## src/rtl/div_pkg.sv

```systemverilog
// Shared types and constants for the 10-by-5 divider controller.
// Optional DIV_RESTORING_EN selects the restoring flow (SUB/REST states).
package div_pkg;

  localparam int unsigned DivN    = 5;
  localparam int unsigned DivCntW = 3;

  // Cycles from start to done for the two algorithms
  localparam int unsigned LAT_NR = 16;
  localparam int unsigned LAT_R  = 20;

  typedef enum logic [3:0] {
    StIdle,
    StLdd,
    StChk,
    StShift,
    StAdd,
    StSub,
    StRest,
    StLast,
    StCorr,
    StOutq,
    StOutr,
    StErrDz,
    StErrOv
  } div_state_e;

endpackage

```

## src/rtl/div_ctrl.sv

```systemverilog
// Control FSM for the 10-bit by 5-bit divider datapath (non-restoring by default).
// Define DIV_RESTORING_EN to build the restoring variant instead.
module div_ctrl
  import div_pkg::*;
#(
  parameter int unsigned N     = DivN,
  parameter int unsigned CNT_W = DivCntW
) (
  input  logic clk,
  input  logic rst_n,
  input  logic start,
  input  logic sign,
  input  logic or_d,
  input  logic OV_not,
  output logic ldd,
  output logic ldw,
  output logic shw,
  output logic ldq,
  output logic shq,
  output logic q0,
  output logic d_sel,
  output logic w_sel,
  output logic out_sel,
  output logic busy,
  output logic done,
  output logic q_valid,
  output logic r_valid,
  output logic err_dz,
  output logic err_ov
);

  div_state_e state_q, state_d;
  logic [CNT_W-1:0] cnt_q, cnt_d;
  logic cnt_first, cnt_last;

  assign cnt_first = (cnt_q == '0);
  assign cnt_last  = (cnt_q == CNT_W'(N - 1));

`ifdef DIV_RESTORING_EN
  logic qb_q, qb_d;

  always_ff @(posedge clk) begin
    if (!rst_n) begin
      state_q <= StIdle;
      cnt_q   <= '0;
      qb_q    <= 1'b0;
    end else begin
      state_q <= state_d;
      cnt_q   <= cnt_d;
      qb_q    <= qb_d;
    end
  end
`else
  logic sgn_q, sgn_d;

  always_ff @(posedge clk) begin
    if (!rst_n) begin
      state_q <= StIdle;
      cnt_q   <= '0;
      sgn_q   <= 1'b0;
    end else begin
      state_q <= state_d;
      cnt_q   <= cnt_d;
      sgn_q   <= sgn_d;
    end
  end
`endif

  assign busy = rst_n && (state_q != StIdle);

  always_comb begin
    state_d = state_q;
    cnt_d   = cnt_q;
`ifdef DIV_RESTORING_EN
    qb_d    = qb_q;
`else
    sgn_d   = sgn_q;
`endif
    ldd     = 1'b0;
    ldw     = 1'b0;
    shw     = 1'b0;
    ldq     = 1'b0;
    shq     = 1'b0;
    q0      = 1'b0;
    d_sel   = 1'b0;
    w_sel   = 1'b0;
    out_sel = 1'b0;
    done    = 1'b0;
    q_valid = 1'b0;
    r_valid = 1'b0;
    err_dz  = 1'b0;
    err_ov  = 1'b0;

    // Outputs stay quiet while reset is held, even before the state register clears
    if (rst_n) begin
      unique case (state_q)
        StIdle: begin
          if (start) begin
            ldw     = 1'b1;
            w_sel   = 1'b1;
            ldq     = 1'b1;
            state_d = StLdd;
          end
        end
        StLdd: begin
          ldd     = 1'b1;
          state_d = or_d ? StChk : StErrDz;
        end
        StChk: begin
          if (!OV_not) begin
            state_d = StErrOv;
          end else begin
            cnt_d   = '0;
            state_d = StShift;
          end
        end
`ifdef DIV_RESTORING_EN
        StShift: begin
          shw     = 1'b1;
          shq     = 1'b1;
          q0      = cnt_first ? 1'b0 : qb_q;
          state_d = StSub;
        end
        StSub: begin
          ldw     = 1'b1;
          d_sel   = 1'b1;
          state_d = StRest;
        end
        StRest: begin
          qb_d  = ~sign;
          if (sign) begin
            ldw = 1'b1;
          end
          cnt_d   = cnt_q + CNT_W'(1);
          state_d = cnt_last ? StLast : StShift;
        end
        StLast: begin
          shq     = 1'b1;
          q0      = qb_q;
          state_d = StOutq;
        end
`else
        StShift: begin
          shw     = 1'b1;
          shq     = 1'b1;
          // First shift pushes a junk bit into Q; it falls out again in StLast
          q0      = cnt_first ? 1'b0 : ~sign;
          sgn_d   = sign;
          state_d = StAdd;
        end
        StAdd: begin
          // W may wrap after the shift, so use the sign captured before it
          ldw     = 1'b1;
          d_sel   = ~sgn_q;
          cnt_d   = cnt_q + CNT_W'(1);
          state_d = cnt_last ? StLast : StShift;
        end
        StLast: begin
          shq     = 1'b1;
          q0      = ~sign;
          state_d = StCorr;
        end
        StCorr: begin
          if (sign) begin
            ldw = 1'b1;
          end
          state_d = StOutq;
        end
`endif
        StOutq: begin
          q_valid = 1'b1;
          state_d = StOutr;
        end
        StOutr: begin
          out_sel = 1'b1;
          r_valid = 1'b1;
          done    = 1'b1;
          state_d = StIdle;
        end
        StErrDz: begin
          err_dz  = 1'b1;
          done    = 1'b1;
          state_d = StIdle;
        end
        StErrOv: begin
          err_ov  = 1'b1;
          done    = 1'b1;
          state_d = StIdle;
        end
        default: state_d = StIdle;
      endcase
    end
  end

endmodule

```

## config.mk

```make
export PLATFORM = sky130hd
export DESIGN_NAME = div_ctrl
export DESIGN_NICKNAME = d
export VERILOG_FILES = /design/src/rtl/div_pkg.sv /design/src/rtl/div_ctrl.sv
export SDC_FILE = /design/constraint.sdc
export NUM_CORES = 1
export LEC_CHECK = 0
export ABC_AREA = 1
export CAP_MARGIN = 20
export CORE_MARGIN = 5
export CORE_UTILIZATION = 48
export CTS_CLUSTER_SIZE = 10
export DETAILED_ROUTE_END_ITERATION = 12
export HOLD_SLACK_MARGIN = 0.12
export PLACE_DENSITY_LB_ADDON = 0.05
export SYNTH_ARGS = -nofsm -noshare
export SYNTH_HDL_FRONTEND = slang
export SYNTH_SLANG_ARGS = --single-unit
export TNS_END_PERCENT = 30
```

## constraint.sdc

```tcl
create_clock -name clk -period 1.8 [get_ports clk]
set_input_delay 0.36 -clock clk [delete_from_list [all_inputs] [get_ports clk]]
set_output_delay 0.36 -clock clk [all_outputs]
set_load 0.02 [all_outputs]
```

# == Word level (Yosys, flattened, before mapping) ==
# Cells that the tools add are included.
# totals
ff_bits,8
latchBits,0
mem_bits_rw,0
rom_bits,0
input_bits,6
output_inout_bits,15
wordCells,61
mem_count,0
# classes
add_sub_neg,1
n_mul,0
n_div,0
n_lt_le_gt_ge,0
eq_ne,13
shift,0
mux,34
bitwise,2
reduce_logical,8
# ops
operator,n
one-hot mux 4 bit (8 select lines),1
2-to-1 mux 1 bit,25
"equality test 4 bit, second input constant",5
2-to-1 mux 4 bit,3
"equality test 4 x 2 -> 1 bit, second input constant",2
"equality test 4 x 3 -> 1 bit, second input constant",2
2-to-1 mux 3 bit,2
one-hot mux 3 bit (2 select lines),1
"equality test 4 x 1 -> 1 bit, second input constant",1
zero test 4 bit,1
"!= test 2 bit, second input constant",2
nonzero test 4 bit,1
"adder 3 x 1 -> 3 bit, second input constant",1
"equality test 3 bit, second input constant",1
zero test 3 bit,1
one-hot mux 1 bit (3 select lines),1
OR reduction 3 bit,1
NOT 1 bit,2
one-hot mux 1 bit (2 select lines),1
AND reduction 2 bit,1
nonzero test 2 bit,1
OR reduction 2 bit,1
logical AND 1 bit,1

# == Longest topological paths before layout ==
# depth
ltp_word,4
mapped_depth,8
ltp_nobuf,7

# == Worst setup path after synthesis ==
# Ideal clock, no wire load.
# synth_path
kind,input port to output port
startpoint,input rst_n
endpoint,output q0
arrival_ns,1.329
t_required_ns,1.440
path_slack_ns,0.111
stages,5
n_path_buf,1
cell_sequence,buf_2 inv_1 nor3_2 nand2_1 nor2_1
# synth_between
elab_chain_cells,1
# synth_lines
item,line,source
start: declaration,div_ctrl.sv:10,"input logic rst_n,"
2-to-1 mux 1 bit,div_ctrl.sv:95,if (rst_n) begin
end: declaration,div_ctrl.sv:20,"output logic q0,"
# Every way passes these cells.

# == Worst setup path in the final report ==
# layout_path
startpoint,register state_q[2]
endpoint,output q0
# layout_between
elab_chain_cells,3
elab_cells_between_ends,4
cone_classes,eq/ne: 2; mux: 2
# layout_lines
item,line,source
start: declaration,div_ctrl.sv:32,"div_state_e state_q, state_d;"
start signal: assignment,div_ctrl.sv:58,state_q <= StIdle;
start signal: assignment,div_ctrl.sv:62,state_q <= state_d;
equality test 4 x 3 -> 1 bit or equality test 4 x 2 -> 1 bit (tied branches),div_ctrl.sv:96,unique case (state_q)
one-hot mux 1 bit (2 select lines) *,div_ctrl.sv:96,
2-to-1 mux 1 bit *,div_ctrl.sv:95,
# Mark *: on every way between the ends. The rest lies on a longest branch, timed or not.

==> impl_metrics.env <==
export IMPL_status="finished clean"
export IMPL_gr_total_overflow=0
export IMPL_yosysSeqAreaShare_pct=23.8
export IMPL_hpwl_um=1570
export IMPL_async_reset_ff_share_pct=0
export IMPL_drt_pass1_iterations=4
export IMPL_synth_area_leader_cell="dfxtp_1"
export IMPL_setup_violations_final=0
export IMPL_synthTopCellsByCount="24 x nand2_1, 21 x nor2_1, 11 x inv_1, 10 x nand3_1, 8 x dfxtp_1"
export IMPL_hold_viol=0
export IMPL_syn_avg_cell_area_um2=6.12
export IMPL_clock_latency_ns=0.27
export IMPL_synthMuxAreaShare_pct=0
export IMPL_num_io_pins=21
export IMPL_synth_compound_area_share_pct=9.85
export IMPL_rsz0062_at_grt="true"
export IMPL_placed_area_um2=1030
export IMPL_dominantRegCellSynth="dfxtp_1"
export IMPL_cts_sinks=8
export IMPL_final_area_um2=1030
export IMPL_crit_type="register to output pin"
export IMPL_dpl_worst_slack_ns=-0.457
export IMPL_cts_root_buffer="clkbuf_4"
export IMPL_via_count=829
export IMPL_min_period_ns=1.73
export IMPL_area_delta_synth_final_pct=53.7
export IMPL_ant_nets=0
export IMPL_ys_top_cells_by_area="dfxtp_1 24%, nand2_1 13%, nor2_1 12%"
export IMPL_viasPerCell=4.91
export IMPL_syn_inst=110
export IMPL_initial_utilization_pct=51.1
export IMPL_die_w_um=47.5
export IMPL_cts_made_buffers=3
export IMPL_final_core_util_pct=78.5
export IMPL_place_gp_congestion=0.901
export IMPL_drv_cap=0
export IMPL_synth_most_common_cell="nand2_1"
export IMPL_power_density_nw_per_um2=1220
export IMPL_hp_class="register to register"
export IMPL_end_kind="output pin"
export IMPL_diodes=0
export IMPL_die_area_um2=2250
export IMPL_synth_seq_cells=8
export IMPL_synthAdderAreaFrac_pct=3.72
export IMPL_cp_required_ns=1.44
export IMPL_die_height_um=47.5
export IMPL_htreeDepth=1
export IMPL_grt_start_max_net_pins=10
export IMPL_grt_antenna_before_repair=0
export IMPL_core_um2=1320
export IMPL_post_drt_wl_per_cell_um=12.0
export IMPL_grt_usage_pct=21.3
export IMPL_timing_final_ws_setup_ns=0.0665
export IMPL_nets=164
export IMPL_synth_cell_types=25
export IMPL_synth_warnings=0
export IMPL_synthXorXnorAreaFrac_pct=0
export IMPL_slew_viol_final=0
export IMPL_yosysTopAreaCellShare_pct=23.8
export IMPL_drive_above_1_share_pct=44.2
export IMPL_synthSimpleGateAreaFrac_pct=46.1
export IMPL_grt_pass1_wl_um=3190
export IMPL_crit_arrival_ns=1.37
export IMPL_post_route_period_util_pct=96.3
export IMPL_timing_fmax_mhz=577
export IMPL_p_leak_nw=0.559
export IMPL_rows=13
export IMPL_ir_drop_mv=0.710
export IMPL_drtIter0Drc=22
export IMPL_syn_nets=118
export IMPL_cp_start_kind="register"
export IMPL_cts_max_path_buffers=2
export IMPL_wirelength_um=2030
export IMPL_grt_pass1_vias=767
export IMPL_cts_tree="built"
export IMPL_synth_top_family_by_area="simple AND/OR/NAND/NOR gates"
export IMPL_port_buffers=20
export IMPL_path_clk_slew_ns=0.06
export IMPL_drc=0
export IMPL_clock_skew_ns=0.00757
export IMPL_synth_edf_count=0
export IMPL_worstPathMaxFanout=4
export IMPL_relSlewSlack_pct=87.7
export IMPL_cts_hold_buf=0
export IMPL_mappedNetlistArea_um2=673
export IMPL_tightest_slew_ns=0.184
-- state kept, by name, indices dropped and copies added, names as in the netlist --
| register | cells |
|---|---|
| cnt_q | 3 |
| sgn_q | 1 |
| state_q | 4 |
-- kinds of logic after synthesis --
group                      after synthesis
buffers and inverters                   23
DFF                                      8
and+or+nand+nor                         66
adders and majority gates                2
AOI/OAI and AO/OA                       11
-- cell type report --
| type | instances | area (µm²) |
|---|---|---|
| flip-flops and latches | 8 | 171 |
| clock buffers | 3 | 22.5 |
| well taps | 15 | 18.8 |
| inverters | 16 | 60.1 |
| repair buffers | 48 | 347 |
| multi-input cells | 79 | 415 |
| fillers | 97 | 283 |
-- routing by layer --
metal	GRT usage (%)	part of all wire, %
met1	25.1	41
met2	32.1	48
met3	6.02	6.4
met4	17.1	3.7
met5	0	0
-- timing repair --
| action | in CTS | in global routing |
|---|---|---|
| buffers inserted | 0 | 3 |
| endpoints found under the setup margin | 15 | 9 |
| pin swaps | 0 | 5 |
| gates resized for setup | 64 | 11 |
-- critical path: stages, from the launching register on --
cell and delay, ns:
dfxtp_2 0.34, buf_6 0.12, nor2_8 0.12, nand2_2 0.07, o21ai_2 0.12, nand2_1 0.06, nor2_1 0.11, buf_4 0.15
-- per-stage QoR --
| step | setup TNS, ns | power, W | hold WS [ns] | std cells |
|---|---|---|---|---|
| 5_1_grt | -0.0220 | 0.00137 | 0.505 | 169 |
| 2_1_floorplan | 0 | 0.000748 | 0.435 | 110 |
| 6_report | 0 | 0.00127 | 0.466 | 169 |
| 3_5_place_dp | -6.09 | 0.00109 | 0.456 | 163 |
| 3_3_place_gp | -5.80 | 0.00107 | 0.455 | 163 |
| 4_1_cts | 0 | 0.00122 | 0.465 | 166 |
-- path summary, 6_finish.rpt --
kind              cells after the start    endpoint  slack [ns]       start
setup / recovery                      7          q0        0.07  state_q[2]
hold / removal                        2       sgn_q        0.47       sgn_q
setup reg to reg                      8  state_q[1]        0.47  state_q[3]
hold reg to reg                       2       sgn_q        0.47       sgn_q
-- layout by cell type, fill, tap and decap left out, types with 2 or more instances in the layout --
cell type / instances
clkdlybuf4s50_1: 4
nor2_2: 2
dfxtp_2: 3
nand3_1: 10
inv_2: 5
nor2_4: 2
o21ai_1: 2
nor2_1: 20
buf_2: 12
inv_1: 10
dfxtp_4: 2
dfxtp_1: 3
nand2_1: 24
clkbuf_4: 3
a21oi_1: 4
nand2_2: 3
buf_4: 28
-- power by group --
group          internal (W)  switching, W
registers          0.000232     0.0000499
clock network     0.0000773     0.0000760
logic              0.000376      0.000456
Note: power is estimated with default switching activity, not from simulation.
